File: config.mk
export PLATFORM = sky130hd
export DESIGN_NAME = mem_wb_lsu_stage
export DESIGN_NICKNAME = d
export VERILOG_FILES = /design/src/rtl/mem_wb_lsu_pkg.sv /design/src/rtl/load_align_ext.sv /design/src/rtl/mem_wb_lsu_stage.sv
export SDC_FILE = /design/constraint.sdc
export NUM_CORES = 1
export LEC_CHECK = 0
export BUFFER_PORTS_ARGS = -buffer_cell sky130_fd_sc_hd__buf_2
export CAP_MARGIN = 20
export CELL_PAD_IN_SITES_DETAIL_PLACEMENT = 0
export CELL_PAD_IN_SITES_GLOBAL_PLACEMENT = 1
export CORE_MARGIN = 5
export CORE_UTILIZATION = 39
export CTS_CLUSTER_DIAMETER = 120
export DETAILED_ROUTE_END_ITERATION = 8
export GPL_ROUTABILITY_DRIVEN = 0
export PLACE_DENSITY = 0.92
export SYNTH_ARGS = -nofsm -noshare
export SYNTH_HDL_FRONTEND = slang
export SYNTH_SLANG_ARGS = --single-unit
File: constraint.sdc
create_clock -name clk -period 5.25 [get_ports clk]
set_input_delay 1.05 -clock clk [delete_from_list [all_inputs] [get_ports clk]]
set_output_delay 1.05 -clock clk [all_outputs]
set_load 0.005 [all_outputs]
File: src/rtl/mem_wb_lsu_pkg.sv
// Package mem_wb_lsu_pkg
//   Shared types for the memory/writeback stage:
//   - wb_op_t   : writeback source selector presented by execute
//   - F3_*      : load size/sign encodings on funct3
//   - fsm_t     : stage state (IDLE / WAIT_MEM)
//   - hist_entry_t : layout of one retired-write history entry
//                    ({valid, rd}) for the default 8-bit register index
package mem_wb_lsu_pkg;

  typedef enum logic [2:0] {
    WNONE = 3'd0,
    ALU   = 3'd1,
    MEM   = 3'd2,
    PC2   = 3'd3,
    PC4   = 3'd4
  } wb_op_t;

  localparam logic [2:0] F3_LB  = 3'd0;
  localparam logic [2:0] F3_LH  = 3'd1;
  localparam logic [2:0] F3_LW  = 3'd2;
  localparam logic [2:0] F3_LBU = 3'd4;
  localparam logic [2:0] F3_LHU = 3'd5;

  typedef enum logic {
    IDLE     = 1'b0,
    WAIT_MEM = 1'b1
  } fsm_t;

  localparam int HIST_RD_W = 8;

  typedef struct packed {
    logic                 valid;
    logic [HIST_RD_W-1:0] rd;
  } hist_entry_t;

endpackage

File: src/rtl/load_align_ext.sv
// Module load_align_ext
//   Combinational byte-lane alignment and sign/zero extension of a load
//   response word.
//   Ports:
//     data_i     in  32    word returned by memory
//     addr_lo_i  in  2     byte offset of the load
//     funct3_i   in  3     load size/sign (LB/LH/LW/LBU/LHU)
//     value_o    out XLEN  extracted, extended value
//     fault_o    out 1     misaligned access or illegal funct3
module load_align_ext
  import mem_wb_lsu_pkg::*;
#(
  parameter int XLEN = 32
) (
  input  logic [31:0]     data_i,
  input  logic [1:0]      addr_lo_i,
  input  logic [2:0]      funct3_i,
  output logic [XLEN-1:0] value_o,
  output logic            fault_o
);

  logic [31:0] shifted;

  // Move the addressed byte lane down to bit 0.
  assign shifted = data_i >> {addr_lo_i, 3'b000};

  always_comb begin
    value_o = '0;
    fault_o = 1'b0;
    case (funct3_i)
      F3_LB:  value_o = XLEN'($signed(shifted[7:0]));
      F3_LBU: value_o = XLEN'(shifted[7:0]);
      F3_LH: begin
        value_o = XLEN'($signed(shifted[15:0]));
        fault_o = addr_lo_i[0];
      end
      F3_LHU: begin
        value_o = XLEN'(shifted[15:0]);
        fault_o = addr_lo_i[0];
      end
      F3_LW: begin
        value_o = XLEN'($signed(shifted));
        fault_o = (addr_lo_i != 2'd0);
      end
      default: fault_o = 1'b1;
    endcase
  end

endmodule

File: src/rtl/mem_wb_lsu_stage.sv
// Module mem_wb_lsu_stage
//   Memory/writeback stage between execute and the register file. Accepts
//   one instruction per cycle for ALU/PC writebacks, waits (with timeout)
//   for a load response on MEM ops, aligns/extends load data, reports
//   errors and keeps a short history of retired writes.
//   Ports:
//     clk, reset (async, active-low)
//     in_valid/in_ready, in_wb_op, in_funct3, in_rd, in_pc,
//     in_alu_result, in_addr_lo                 : instruction from execute
//     mem_rsp_valid, mem_rsp_data, mem_rsp_err  : load response
//     regs_write_out, regs_wr_id_out, regs_data_out : register-file write port
//     err_out   : one-cycle error pulse
//     busy_out  : waiting for a load response
//     hist_out  : HIST_DEPTH x {valid, rd}, entry 0 newest (lowest bits)
//   Optional: define MEMWB_BYPASS_EN to add byp_valid_out / byp_rd_out /
//   byp_data_out, the write about to be registered, for execute forwarding.
module mem_wb_lsu_stage
  import mem_wb_lsu_pkg::*;
#(
  parameter int XLEN       = 32,
  parameter int REGW       = 8,
  parameter int HIST_DEPTH = 4,
  parameter int TIMEOUT    = 15
) (
  input  logic                         clk,
  input  logic                         reset,
  input  logic                         in_valid,
  output logic                         in_ready,
  input  logic [2:0]                   in_wb_op,
  input  logic [2:0]                   in_funct3,
  input  logic [REGW-1:0]              in_rd,
  input  logic [XLEN-1:0]              in_pc,
  input  logic [XLEN-1:0]              in_alu_result,
  input  logic [1:0]                   in_addr_lo,
  input  logic                         mem_rsp_valid,
  input  logic [31:0]                  mem_rsp_data,
  input  logic                         mem_rsp_err,
  output logic                         regs_write_out,
  output logic [REGW-1:0]              regs_wr_id_out,
  output logic [XLEN-1:0]              regs_data_out,
  output logic                         err_out,
  output logic                         busy_out,
  output logic [HIST_DEPTH*(REGW+1)-1:0] hist_out
`ifdef MEMWB_BYPASS_EN
  ,
  output logic                         byp_valid_out,
  output logic [REGW-1:0]              byp_rd_out,
  output logic [XLEN-1:0]              byp_data_out
`endif
);

  // Counter only has to reach TIMEOUT-1.
  localparam int CNT_W = (TIMEOUT < 2) ? 1 : $clog2(TIMEOUT);
  localparam int HW    = REGW + 1;

  fsm_t             state_q, state_d;
  logic [CNT_W-1:0] cnt_q, cnt_d;
  logic [REGW-1:0]  rd_q, rd_d;
  logic [2:0]       funct3_q, funct3_d;
  logic [1:0]       addr_lo_q, addr_lo_d;
  logic             wr_q, wr_d, wr_strobe;
  logic [REGW-1:0]  wr_id_q, wr_id_d;
  logic [XLEN-1:0]  data_q, data_d;
  logic             err_q, err_d;
  logic [XLEN-1:0]  ld_value;
  logic             ld_fault;
  logic [HW-1:0]    hist_q [HIST_DEPTH];

  load_align_ext #(.XLEN(XLEN)) u_align (
    .data_i    (mem_rsp_data),
    .addr_lo_i (addr_lo_q),
    .funct3_i  (funct3_q),
    .value_o   (ld_value),
    .fault_o   (ld_fault)
  );

  assign in_ready = (state_q == IDLE);

  always_comb begin
    state_d   = state_q;
    cnt_d     = cnt_q;
    rd_d      = rd_q;
    funct3_d  = funct3_q;
    addr_lo_d = addr_lo_q;
    wr_strobe = 1'b0;
    wr_id_d   = '0;
    data_d    = '0;
    err_d     = 1'b0;
    case (state_q)
      IDLE: begin
        // A response with nothing outstanding is a protocol error.
        if (mem_rsp_valid) err_d = 1'b1;
        if (in_valid) begin
          case (in_wb_op)
            ALU: begin
              wr_strobe = 1'b1;
              wr_id_d   = in_rd;
              data_d    = in_alu_result;
            end
            PC2: begin
              wr_strobe = 1'b1;
              wr_id_d   = in_rd;
              data_d    = in_pc + XLEN'(2);
            end
            PC4: begin
              wr_strobe = 1'b1;
              wr_id_d   = in_rd;
              data_d    = in_pc + XLEN'(4);
            end
            MEM: begin
              state_d   = WAIT_MEM;
              cnt_d     = '0;
              rd_d      = in_rd;
              funct3_d  = in_funct3;
              addr_lo_d = in_addr_lo;
            end
            default: wr_id_d = in_rd;  // WNONE and unused codes retire without a write
          endcase
        end
      end
      WAIT_MEM: begin
        if (mem_rsp_valid) begin
          state_d = IDLE;
          wr_id_d = rd_q;
          if (mem_rsp_err || ld_fault) begin
            err_d = 1'b1;
          end else begin
            wr_strobe = 1'b1;
            data_d    = ld_value;
          end
        end else if (cnt_q == CNT_W'(TIMEOUT - 1)) begin
          state_d = IDLE;
          wr_id_d = rd_q;
          err_d   = 1'b1;
        end else begin
          cnt_d = cnt_q + 1'b1;
        end
      end
      default: state_d = IDLE;
    endcase
  end

  // x0 is never written, but its data is still presented.
  assign wr_d = wr_strobe & (wr_id_d != '0);

  always_ff @(posedge clk or negedge reset) begin
    if (!reset) begin
      state_q   <= IDLE;
      cnt_q     <= '0;
      rd_q      <= '0;
      funct3_q  <= '0;
      addr_lo_q <= '0;
      wr_q      <= 1'b0;
      wr_id_q   <= '0;
      data_q    <= '0;
      err_q     <= 1'b0;
      for (int i = 0; i < HIST_DEPTH; i++) hist_q[i] <= '0;
    end else begin
      state_q   <= state_d;
      cnt_q     <= cnt_d;
      rd_q      <= rd_d;
      funct3_q  <= funct3_d;
      addr_lo_q <= addr_lo_d;
      wr_q      <= wr_d;
      wr_id_q   <= wr_id_d;
      data_q    <= data_d;
      err_q     <= err_d;
      for (int i = HIST_DEPTH - 1; i > 0; i--) hist_q[i] <= hist_q[i-1];
      hist_q[0] <= {wr_d, wr_id_d};
    end
  end

  assign regs_write_out = wr_q;
  assign regs_wr_id_out = wr_id_q;
  assign regs_data_out  = data_q;
  assign err_out        = err_q;
  assign busy_out       = (state_q == WAIT_MEM);

  for (genvar gi = 0; gi < HIST_DEPTH; gi++) begin : g_hist
    assign hist_out[gi*HW +: HW] = hist_q[gi];
  end

`ifdef MEMWB_BYPASS_EN
  assign byp_valid_out = wr_d;
  assign byp_rd_out    = wr_id_d;
  assign byp_data_out  = data_d;
`endif

endmodule

* After elaboration in Yosys (flattened, before gate mapping)
Cells that the tools add are included.
Widths: inputs -> output; s select.
** Storage, ports and cells
- Flip-flop bits (word level) :: 96
- Latch bits :: 0
- RAM bits :: 0
- Bits in read-only memories :: 0
- Input bits :: 117
- Output and inout bits :: 80
- Word-level logic and storage cells :: 73
- Memories :: 0
** Operators by class
- $add $sub $neg :: 3
- Multiply operators :: 0
- Div/mod/pow operators :: 0
- Order comparisons :: 0
- Equal/unequal tests :: 13
- Shifts and indexed selects :: 1
- Muxes and demuxes :: 32
- Bitwise operators :: 2
- Reductions and logical operators :: 9
** Operators by type and width (count)
- $pmux 32 s5 :: 1
- $mux 32 :: 3
- $pmux 32 s3 :: 1
- $pmux 32 s2 :: 1
- $add 32x2->32 const B :: 1
- $add 32x3->32 const B :: 1
- $mux 8 :: 4
- $shr 32x5->32 :: 1
- $mux 4 :: 4
- $pmux 8 s2 :: 1
- $mux 1 :: 12
- $eq 3x2->1 const B :: 3
- $eq 3x3->1 const B :: 3
- $pmux 4 s2 :: 1
- $reduce_bool 8->1 :: 1
- $eq 3x1->1 const B :: 2
- $ne 2x2->1 const B :: 3
- $pmux 1 s2 :: 3
- $add 4x1->4 const B :: 1
- $eq 4x4->1 const B :: 1
- $reduce_and 4->1 :: 1
- $reduce_or 2->1 :: 2
- $logic_not 3->1 :: 1
- $pmux 1 s3 :: 1
- 7 further kinds :: 7

* Longest topological paths before layout
Gate-level depths: netlist of the first run.
- Depth after elaboration :: 8
- Gate-level depth with buffers :: 8
- Depth with buffers taken out :: 7

* Cells and area by module
From an unflattened synthesis of the first run, not the netlist that was laid out.
** Second synthesis, totals
- Cells, all modules :: 562
- Area, all modules :: 5440.2 um^2
** By module, submodules not included
- mem_wb_lsu_stage :: instances 1, cells an instance 444, area an instance 4454.3 um^2
- load_align_ext :: instances 1, cells an instance 118, area an instance 985.9 um^2

* Least setup slack after synthesis of the first run
OpenSTA, ideal clock, no wires.
- Path type :: input-to-reg
- From :: in in_pc[2]
- To :: reg data_q[26], in the netlist regs_data_out[26]
- Library setup time :: 69 ps
- Arrival time :: 2754 ps
- Data required time :: 5181 ps
- Path slack :: 2428 ps
- Cell stages on the path :: 7
- Cells stage by stage :: ha_1 > nand4_4 > nor3_4 > nand2_2 > or4_4 > or4b_1 > nand3_1
** Between the ends
- Word-level cells in the longest chain between the ends :: 4
- Elaborated cells between the ends (all ways) :: 5
- Those cells by class :: add/sub: 2; mux: 3
** Ends and longest elaborated chain
- from (decl) :: line mem_wb_lsu_stage.sv:32 : input logic [XLEN-1:0] in_pc,
- $add 32x3->32 / $add 32x2->32 (equally long branches) :: line mem_wb_lsu_stage.sv:108, mem_wb_lsu_stage.sv:103
- $pmux 32 s3 (*) :: line mem_wb_lsu_stage.sv:94 : case (in_wb_op)
- $mux 32 (*) :: line mem_wb_lsu_stage.sv:93 : if (in_valid) begin
- $pmux 32 s2 (*) :: line mem_wb_lsu_stage.sv:89 : case (state_q)
- named net data_d[26] :: line mem_wb_lsu_stage.sv:63 : logic [XLEN-1:0] data_q, data_d;
- to (signal assigned) :: line mem_wb_lsu_stage.sv:166 : data_q <= data_d;
- to (decl) :: line mem_wb_lsu_stage.sv:63
Mark *: on every way through the listed nets, which the timed path passes. The rest lies on a longest branch.
A chain may end at the register's enable or synchronous reset.

* Worst setup path in the final report of the first run
- From :: in in_pc[1]
- To :: reg data_q[19], in the netlist regs_data_out[19]
The elaborated chain is that of the path after synthesis.

==> results of run 1 <==
==> synth_stat cells (4+ instances only) <==
cell type  count  area, um2
a31oi_1        5       31.3
o31ai_1        5       37.5
a21oi_1       50        250
a221o_1        4       40.0
mux2i_1       19        190
a22o_1         9       78.8
clkbuf_1      19       71.3
nand4_1       12       75.1
o21ai_0       25        125
nand2_1       41        154
o22ai_1       23        144
nor4_1         7       43.8
xnor2_1       21        184
mux2_2        23        259
xor2_1         5       43.8
buf_2          5       25.0
inv_1          6       22.5
a221oi_1       4       35.0
nand3_1       19       95.1
nor3_1         7       35.0
or4_1          7       52.6
nor2_1        41        154
ha_1           4       50.1
buf_4          9       67.6
dfrtp_1       87       2180
a2bb2oi_1      4       35.0
==> cell type report <==
type,count,area (um2),area share
inverters,6,22.5,0.00350
repair buffers,202,1050,0.164
well taps,172,215,0.0335
clock inverters,7,78.8,0.0123
flip-flops and latches,87,2180,0.339
clock buffers,9,225,0.0350
multi-input cells,396,2660,0.413
==> worst register-to-register path, cell delays in order (launching register included) <==
cell and delay [ns]:
dfrtp_1 0.32, buf_4 0.37, mux2_2 0.42, or3b_2 0.47, and4_1 0.34, a21oi_1 0.28
o22ai_1 0.13, or2_2 0.33
==> flip-flops by register name (all words and copies together) (netlist names) <==
name / flops
cnt_q: 4
err_out: 1
addr_lo_q: 2
busy_out: 1
rd_q: 8
regs_data_out: 32
funct3_q: 3
hist_out: 36
==> cell families (layout without fill, tap and decap cells) <==
logic type / count (synthesis) / count (layout) / synth area share
compound gates: 160 / 160 / 0.206
fa+ha+maj: 4 / 4 / 0.00995
mux: 42 / 42 / 0.0893
simple gates: 164 / 164 / 0.177
xor+xnor: 26 / 26 / 0.0453
flops: 87 / 87 / 0.433
buf+inv: 42 / 224 / 0.0398
==> path summary, 6_finish.rpt <==
kind | startpoint | depth (start not counted) | to | slack [ns]
setup / recovery | in_pc[1] | 8 | regs_data_out[19] | 2.22
min in group asynchronous | reset | 1 | regs_data_out[26] | 0.63
setup reg to reg | addr_lo_q[0] | 7 | regs_data_out[31] | 2.49
hold / removal | hist_out[9] | 0 | hist_out[18] | 0.37
max in group asynchronous | reset | 2 | hist_out[33] | 4.00
hold reg to reg | hist_out[9] | 0 | hist_out[18] | 0.37
==> metal layers <==
metal  part of all wire  global-route usage  wire [um]  up-vias
li1                   -                   -          -     2337
met1               0.42               0.312       7440     2383
met2               0.47               0.369       8430      306
met3              0.094              0.0550       1680       32
met4              0.020              0.0692        357        0
met5                  0                   0          0        -
==> power groups by stage <==
stage / logic [mW] / registers [mW] / clock network (mW)
2_1_floorplan: 0.269 / 0.778 / 0
3_3_place_gp: 0.436 / 0.793 / 0
3_5_place_dp: 0.447 / 0.797 / 0
4_1_cts: 0.449 / 0.784 / 0.642
5_1_grt: 0.496 / 0.794 / 0.669
6_report: 0.456 / 0.784 / 0.630
==> results.txt, run 1 <==
Placed insts -> 861
Iter 0 DRT Violations -> 538
Post-Route Skew -> 0.00976 ns
Unrepaired setup endpoints after global routing -> no
Die Footprint -> 0.0153 mm2
Mapped Cells -> 525
Leakage -> 3.01 nW
Rel. slew slack -> 0.383
DRC errors left -> 0
Final Cycle Share -> 0.578
Reg power frac -> 0.419
Fraction of the yosys area taken by sequential cells -> 0.433
Max Transition Viols Final -> 0
Final Hold Viols -> 0
Num CTS Buffers -> 9
CTS tree -> built
CP startpoint kind -> input port
Worst skew pair latency -> 0.34 ns
CP delay by family, top -> simple AND/OR/NAND/NOR gates
Post-synthesis cell area -> 0.00503 mm2
First drt pass iteration count -> 5
ANT cells -> 0
CP arrival -> 3.20 ns
Antenna violations before repair -> 0
CP cell instances -> buf_2 -> ha_1 -> nand3_1 -> or4_4 -> nor2_1 -> xnor2_1 -> a222oi_1 -> o22ai_1
Layout cell share with drive strength beyond 1 -> 0.362
Switching pwr -> 611 uW
Most common cell after layout, fill and taps aside -> buf_2
Largest net degree at the start of global routing -> 88
IO Count -> 197
Worst hold path type -> reg -> reg
Die width -> 124 um
Hold_ws -> 0.374 ns
Max Cap Violations -> 0
Final instance area -> 0.00643 mm2
Core ar. -> 0.0126 mm2
Place WS -> 1.95 ns
Via count -> 5,058
DP HPWL -> 14.0 mm
WL final -> 17.9 mm
CP Class -> in -> reg
DR WL/cell -> 20.4 um
Grt ovf -> 0
Mean Syn Cell Area -> 9.58 um2
Root buf cell -> clkbuf_16
Post-cts sizing count -> 0
Nets -> 823
CTS max path bufs -> 2
Dominant synthesized flop cell -> dfrtp_1
Worst Tran Pin Value -> 0.925 ns
Minimum clock period -> 3.03 ns
Power Total -> 1.87 mW
Pwr dens -> 291 mW/mm2
PortBufs -> 196
Yosys reg bits -> 87
Post-layout util -> 0.509
Final ANT Viol Nets -> 0
Final std cells w/o fill -> 879
First-pass GRT wire length -> 27.1 mm
Row cnt -> 41
Yosys cell types -> 62
Share of flip-flops with an asynchronous set or reset -> 1.00
Endpoints failing setup -> 0
CP max stage cell -> or4_4
DR vias/cell -> 5.75
Gr usage total -> 0.231
Sink Count -> 87
Critical Path End Type -> flip-flop
Area Overhead vs Synth -> 27.8%
Worst IR drop on VDD -> 0.000154 V
Fillers -> 1,216
Final setup TNS -> 0 ns
Critical Path RT -> 5.42 ns
H-Tree Depth -> 3
Syn nets -> 646
Post-CTS Setup Bufs -> 0
Clk slew on worst S/H paths -> 0.07 ns
CTS Hold Buffers Added -> 0
CP max stage delay -> 0.59 ns
Highest clock rate -> 0.330 GHz
Status -> completed
Post-synth EDFFs -> 0
Synth Warn # -> 0
Gate power share -> 0.244
Clk pwr share -> 0.337
Most frequent cells in the layout -> buf_2, dfrtp_1, a21oi_1
Worst Path Buf+Inv -> 1
Internal power -> 1.26 mW
Sw Ratio -> 0.327
Die height -> 124 um
Vias in the first global route -> 4,990
Setup slack after layout -> 2.22 ns
CP max FO -> 8
Starting Density -> 0.399
Post-DP Area -> 0.00609 mm2
No activity file was read; power rests on OpenSTA's default activity.
==> run 2: changes to the inputs <==
--- a/config.mk
+++ b/config.mk
@@ -5,16 +5,17 @@
 export SDC_FILE = /design/constraint.sdc
 export NUM_CORES = 1
 export LEC_CHECK = 0
+export ABC_AREA = 1
 export BUFFER_PORTS_ARGS = -buffer_cell sky130_fd_sc_hd__buf_2
 export CAP_MARGIN = 20
 export CELL_PAD_IN_SITES_DETAIL_PLACEMENT = 0
 export CELL_PAD_IN_SITES_GLOBAL_PLACEMENT = 1
 export CORE_MARGIN = 5
-export CORE_UTILIZATION = 39
+export CORE_UTILIZATION = 35
 export CTS_CLUSTER_DIAMETER = 120
 export DETAILED_ROUTE_END_ITERATION = 8
 export GPL_ROUTABILITY_DRIVEN = 0
-export PLACE_DENSITY = 0.92
+export PLACE_DENSITY = 0.87
 export SYNTH_ARGS = -nofsm -noshare
 export SYNTH_HDL_FRONTEND = slang
 export SYNTH_SLANG_ARGS = --single-unit
==> constraint.sdc (replaced) <==
create_clock -name clk -period 2.8 [get_ports clk]
set_input_delay 0.56 -clock clk [delete_from_list [all_inputs] [get_ports clk]]
set_output_delay 0.56 -clock clk [all_outputs]
set_load 0.005 [all_outputs]
==> results.txt, run 2 <==
Critical Path End Type -> flip-flop
Final setup TNS -> 0 ns
Sink Count -> 87
Critical path launch point -> addr_lo_q[1]
Worst IR drop on VDD -> 0.000278 V
CP startpoint kind -> flip-flop
Syn nets -> 963
Die width -> 137 um
CP Class -> reg -> reg
Largest net degree at the start of global routing -> 47
Final ANT Viol Nets -> 0
Highest clock rate -> 0.456 GHz
Synth top area cells -> dfrtp_1, nand2_1, nand3_1
Reg2reg path depth -> 8
ANT cells -> 0
Layout cell share with drive strength beyond 1 -> 0.268
Antenna violations before repair -> 0
Synth top cells by count -> nand2_1, nand3_1, dfrtp_1
Mean Syn Cell Area -> 6.75 um2
Core ar. -> 0.0159 mm2
Grt ovf -> 0
Rel. slew slack -> 0.604
Final Cycle Share -> 0.784
Unrepaired setup endpoints after global routing -> no
Max Cap Violations -> 0
Hold_ws -> 0.192 ns
Status -> completed
H-Tree Depth -> 3
Clk slew on worst S/H paths -> 0.08 ns
Nets -> 1,142
Place WS -> 0.656 ns
Post-synthesis cell area -> 0.00568 mm2
Row cnt -> 46
Gr usage total -> 0.206
Endpoints failing setup -> 0
Worst Tran Pin Value -> 0.594 ns
Share of flip-flops with an asynchronous set or reset -> 1.00
Mapped Cells -> 842
DR WL/cell -> 15.9 um
Vias in the first global route -> 5,676
Most frequent cells in the layout -> nand2_1, buf_2, nand3_1
Post-synth EDFFs -> 0
Minimum clock period -> 2.20 ns
Die height -> 137 um
Most common cell after layout, fill and taps aside -> nand2_1
Leakage -> 3.79 nW
Iter 0 DRT Violations -> 568
Post-DP Area -> 0.00679 mm2
Critical Path RT -> 3.01 ns
PortBufs -> 196
Setup slack after layout -> 0.605 ns
DP HPWL -> 16.0 mm
Area Overhead vs Synth -> 24.7%
Reg-to-Reg Start -> addr_lo_q[1]
Synth Warn # -> 0
Post-CTS Setup Bufs -> 0
Dominant synthesized flop cell -> dfrtp_1
First drt pass iteration count -> 7
First-pass GRT wire length -> 30.4 mm
Worst skew pair latency -> 0.34 ns
Fraction of the yosys area taken by sequential cells -> 0.383
Yosys reg bits -> 87
Via count -> 6,121
Worst hold path type -> in -> async
Worst flop-to-flop path endpoint -> regs_data_out[17]
Top-area cell type share of the netlist area -> 0.383
Root buf cell -> clkbuf_16
Post-cts sizing count -> 0
IO Count -> 197
Post-Route Skew -> 0.00939 ns
Final instance area -> 0.00708 mm2
Yosys cell types -> 38
Max reg flops -> 36
Pwr dens -> 495 mW/mm2
CP arrival -> 2.41 ns
Reg-to-reg slack, setup -> 0.60 ns
Max Transition Viols Final -> 0
Die Footprint -> 0.0189 mm2
Top-count cell post-synth -> nand2_1
Num CTS Buffers -> 9
CTS Hold Buffers Added -> 0
CP max FO -> 26
Final Hold Viols -> 0
DR vias/cell -> 4.93
DRC errors left -> 0
Biggest area consumer among synthesized cells -> dfrtp_1
CTS tree -> built
Starting Density -> 0.358
CTS max path bufs -> 2
WL final -> 19.8 mm
==> run 2: metal layers <==
metal,wire length [um],up-vias,global-route usage
met3,1350,21,0.0241
met5,0,-,0
met2,9250,257,0.329
met1,8850,2782,0.298
met4,309,0,0.0499
li1,-,3061,-
==> run 2: how the worst max path moves through the flow <==
stage | depth (start not counted) | endpoint | slack, ns
2_1_floorplan | 10 | regs_data_out[14] | 1.11
3_3_place_gp | 6 | addr_lo_q[1] | 0.65
3_5_place_dp | 6 | addr_lo_q[1] | 0.66
4_1_cts | 8 | regs_data_out[17] | 0.69
5_1_grt | 8 | regs_data_out[17] | 0.46
6_report | 8 | regs_data_out[17] | 0.60
==> run 2: report_power, final <==
group	switching [mW]	total (mW)	internal, mW
registers	0.0860	1.45	1.37
clock network	0.560	1.19	0.630
logic	0.563	0.863	0.300
==> run 2: cell type report <==
cell class                      instances  area [um2]
Inverter                               69         262
Sequential cell                        87        2180
Multi-Input combinational cell        649        3010
Fill cell                            1750        8800
Clock inverter                          7        72.6
Timing Repair Buffer                  205        1060
Clock buffer                            9         225
Tap cell                              216         270
==> run 2: per-stage QoR <==
step                      total power, mW  instances  utilization
after global placement               2.32       1226        0.427
after CTS                            3.52       1242        0.446
after global routing                 3.70       1242        0.446
final                                3.51       1242        0.446
after detailed placement             2.33       1226        0.427
after floorplan                      1.98        842            -
==> run 2: cells by family (layout without fill, tap and decap cells) <==
family	after synthesis	after routing	share of synthesized area
AND/OR/NAND/NOR	525	525	0.402
AO/OA/AOI/OAI	118	118	0.115
XOR/XNOR	2	2	0.00308
buffers and inverters	106	290	0.0876
adder cells (fa/ha/maj)	4	4	0.00881
flip-flops	87	87	0.383
==> run 2: worst max-delay path, cell delays in order, from the launching register on <==
cell	delay, ns
dfrtp_1	0.60
inv_2	0.41
nand2_1	0.09
a21oi_1	0.17
a21oi_2	0.06
nand2_2	0.17
nand2_4	0.10
o21ai_0	0.36
nand2_1	0.11
==> run 3: changes to the inputs <==
--- a/config.mk
+++ b/config.mk
@@ -5,17 +5,17 @@
 export SDC_FILE = /design/constraint.sdc
 export NUM_CORES = 1
 export LEC_CHECK = 0
-export ABC_AREA = 1
+export ABC_AREA = 0
 export BUFFER_PORTS_ARGS = -buffer_cell sky130_fd_sc_hd__buf_2
 export CAP_MARGIN = 20
 export CELL_PAD_IN_SITES_DETAIL_PLACEMENT = 0
 export CELL_PAD_IN_SITES_GLOBAL_PLACEMENT = 1
 export CORE_MARGIN = 5
-export CORE_UTILIZATION = 35
+export CORE_UTILIZATION = 33
 export CTS_CLUSTER_DIAMETER = 120
 export DETAILED_ROUTE_END_ITERATION = 8
 export GPL_ROUTABILITY_DRIVEN = 0
-export PLACE_DENSITY = 0.87
+export PLACE_DENSITY = 0.83
 export SYNTH_ARGS = -nofsm -noshare
 export SYNTH_HDL_FRONTEND = slang
 export SYNTH_SLANG_ARGS = --single-unit
==> constraint.sdc (replaced) <==
create_clock -name clk -period 1.9 [get_ports clk]
set_input_delay 0.38 -clock clk [delete_from_list [all_inputs] [get_ports clk]]
set_output_delay 0.38 -clock clk [all_outputs]
set_load 0.005 [all_outputs]
==> results.txt, run 3 (synthesis gave the netlist of run 1 again) <==
Status -> complete, but fails checks
Failing checks -> setup timing
Leakage -> 3.67 nW
Grt ovf -> 0
Rel. slew slack -> 0.647
Vias in the first global route -> 5,618
CP startpoint kind -> flip-flop
Internal power -> 3.72 mW
DR WL/cell -> 19.6 um
Final Cycle Share -> 1.01
Minimum clock period -> 1.92 ns
Max reg flops -> 36
Post-Route Skew -> 0.00409 ns
DRC errors left -> 0
CTS tree -> built
Via count -> 5,507
First-pass GRT wire length -> 29.8 mm
Nets -> 943
Final Hold Viols -> 0
Reg power frac -> 0.389
Fillers -> 1,449
Die width -> 133 um
Power Total -> 5.52 mW
Critical Path RT -> 2.12 ns
Starting Density -> 0.333
Sink Count -> 87
Iter 0 DRT Violations -> 429
H-Tree Depth -> 3
Worst Tran Pin Value -> 0.528 ns
Pwr dens -> 721 mW/mm2
Die height -> 133 um
Most common cell after layout, fill and taps aside -> buf_2
Gr usage total -> 0.212
Worst IR drop on VDD -> 0.000379 V
IO Count -> 197
Critical Path End Type -> flip-flop
CP max stage cell -> dfrtp_2
Max Cap Violations -> 0
Sw Ratio -> 0.326
Layout cell share with drive strength beyond 1 -> 0.505
CP cell instances -> mux2_4 -> or3b_4 -> and4_4 -> a21oi_2 -> o22ai_1 -> or2_4
Worst skew pair latency -> 0.34 ns
Final ANT Viol Nets -> 0
CP max stage delay -> 0.45 ns
CP arrival -> 2.15 ns
Max Transition Viols Final -> 0
Unrepaired setup endpoints after global routing -> yes
CP Class -> reg -> reg
WL final -> 19.9 mm
PortBufs -> 196
Multi-input gate area -> 0.00296 mm2
Post-layout util -> 0.508
Placed insts -> 991
Final std cells w/o fill -> 1,015
CP max FO -> 5
Switching pwr -> 1.80 mW
Die Footprint -> 0.0178 mm2
Highest clock rate -> 0.520 GHz
Area Overhead vs Synth -> 52.3%
Setup slack after layout -> -0.0249 ns
Root buf cell -> clkbuf_16
Largest net degree at the start of global routing -> 40
CTS Hold Buffers Added -> 0
Most frequent cells in the layout -> buf_2, buf_4, dfrtp_1
Num CTS Buffers -> 9
CTS max path bufs -> 2
DR vias/cell -> 5.43
DP HPWL -> 16.2 mm
ANT cells -> 0
Row cnt -> 45
Clk pwr share -> 0.312
Clk slew on worst S/H paths -> 0.07 ns
Worst hold path type -> in -> async
Gate power share -> 0.298
Core ar. -> 0.0151 mm2
First drt pass iteration count -> 5
Antenna violations before repair -> 0
FF/Latch Area -> 0.00218 mm2
Endpoints failing setup -> 4
==> run 3: cell count changes in the layout (fill, tap and decap cells not counted), sizes merged, moves of 12 or more <==
cell / change
nand2: -274
a21oi: +25
o21ai: -54
nand3: -84
mux2: +23
nor2: -40
nand4: +12
mux2i: +19
xnor2: +20
o22ai: +21
inv: -62
buf: +116
==> run 3: worst max-delay path: cells and delay by family (launching register included) <==
family             cells  cell delay (ns)
muxes                  1             0.34
and+or+nand+nor        3             0.80
AOI/OAI and AO/OA      2             0.23
DFF                    1             0.45
==> run 3: power by group through the flow <==
stage          registers, mW  clock network, mW  logic, mW
2_1_floorplan           2.15                  0      0.769
3_3_place_gp            2.15                  0       1.47
3_5_place_dp            2.17                  0       1.51
4_1_cts                 2.14               1.74       1.54
5_1_grt                 2.17               1.83       1.77
6_report                2.15               1.72       1.65
==> run 3: area by class of cell <==
type | count | share of cell area
multi-input cells | 397 | 0.386
clock inverters | 7 | 0.00947
flip-flops and latches | 87 | 0.284
inverters | 6 | 0.00294
clock buffers | 9 | 0.0294
well taps | 188 | 0.0307
repair buffers | 321 | 0.257
==> run 3: final timing paths <==
path,start,end,slack [ns],cells after the start
max in group asynchronous,reset,addr_lo_q[0],1.34,2
min in group clk,in_rd[2],hist_out[2],0.29,2
hold / removal,reset,hist_out[34],0.01,1
hold reg to reg,hist_out[10],hist_out[19],0.37,0
setup / recovery,addr_lo_q[0],regs_data_out[31],-0.02,6
setup reg to reg,addr_lo_q[0],regs_data_out[31],-0.02,6
==> run 3: per-layer routing <==
metal  vias up  wire [um]  track usage
met2       265       9450        0.349
met3        47       1470       0.0446
met4         0        773       0.0874
met1      2624       8220        0.271
li1       2571          -            -
met5         -          0            0
==> run 3: timing repair <==
| action | CTS | global route |
|---|---|---|
| endpoints found under the setup margin | 18 | 22 |
| gates cloned | 0 | 1 |
| pin swaps | 2 | 14 |
| buffers inserted | 2 | 5 |
| gates resized for setup | 11 | 45 |
==> run 3: through the flow <==
stage / hold WS, ns / instance area [um2] / setup TNS, ns / setup slack, ns
6_report: 0.00994 / 7660 / -0.0677 / -0.0249
5_1_grt: 0.0449 / 7660 / -0.491 / -0.0878
4_1_cts: 0.0284 / 7390 / -0.0119 / -0.0119
3_5_place_dp: 0.356 / 7040 / -6.37 / -0.434
3_3_place_gp: 0.353 / 7040 / -5.32 / -0.389
2_1_floorplan: 0.0844 / 5120 / -0.245 / -0.0750
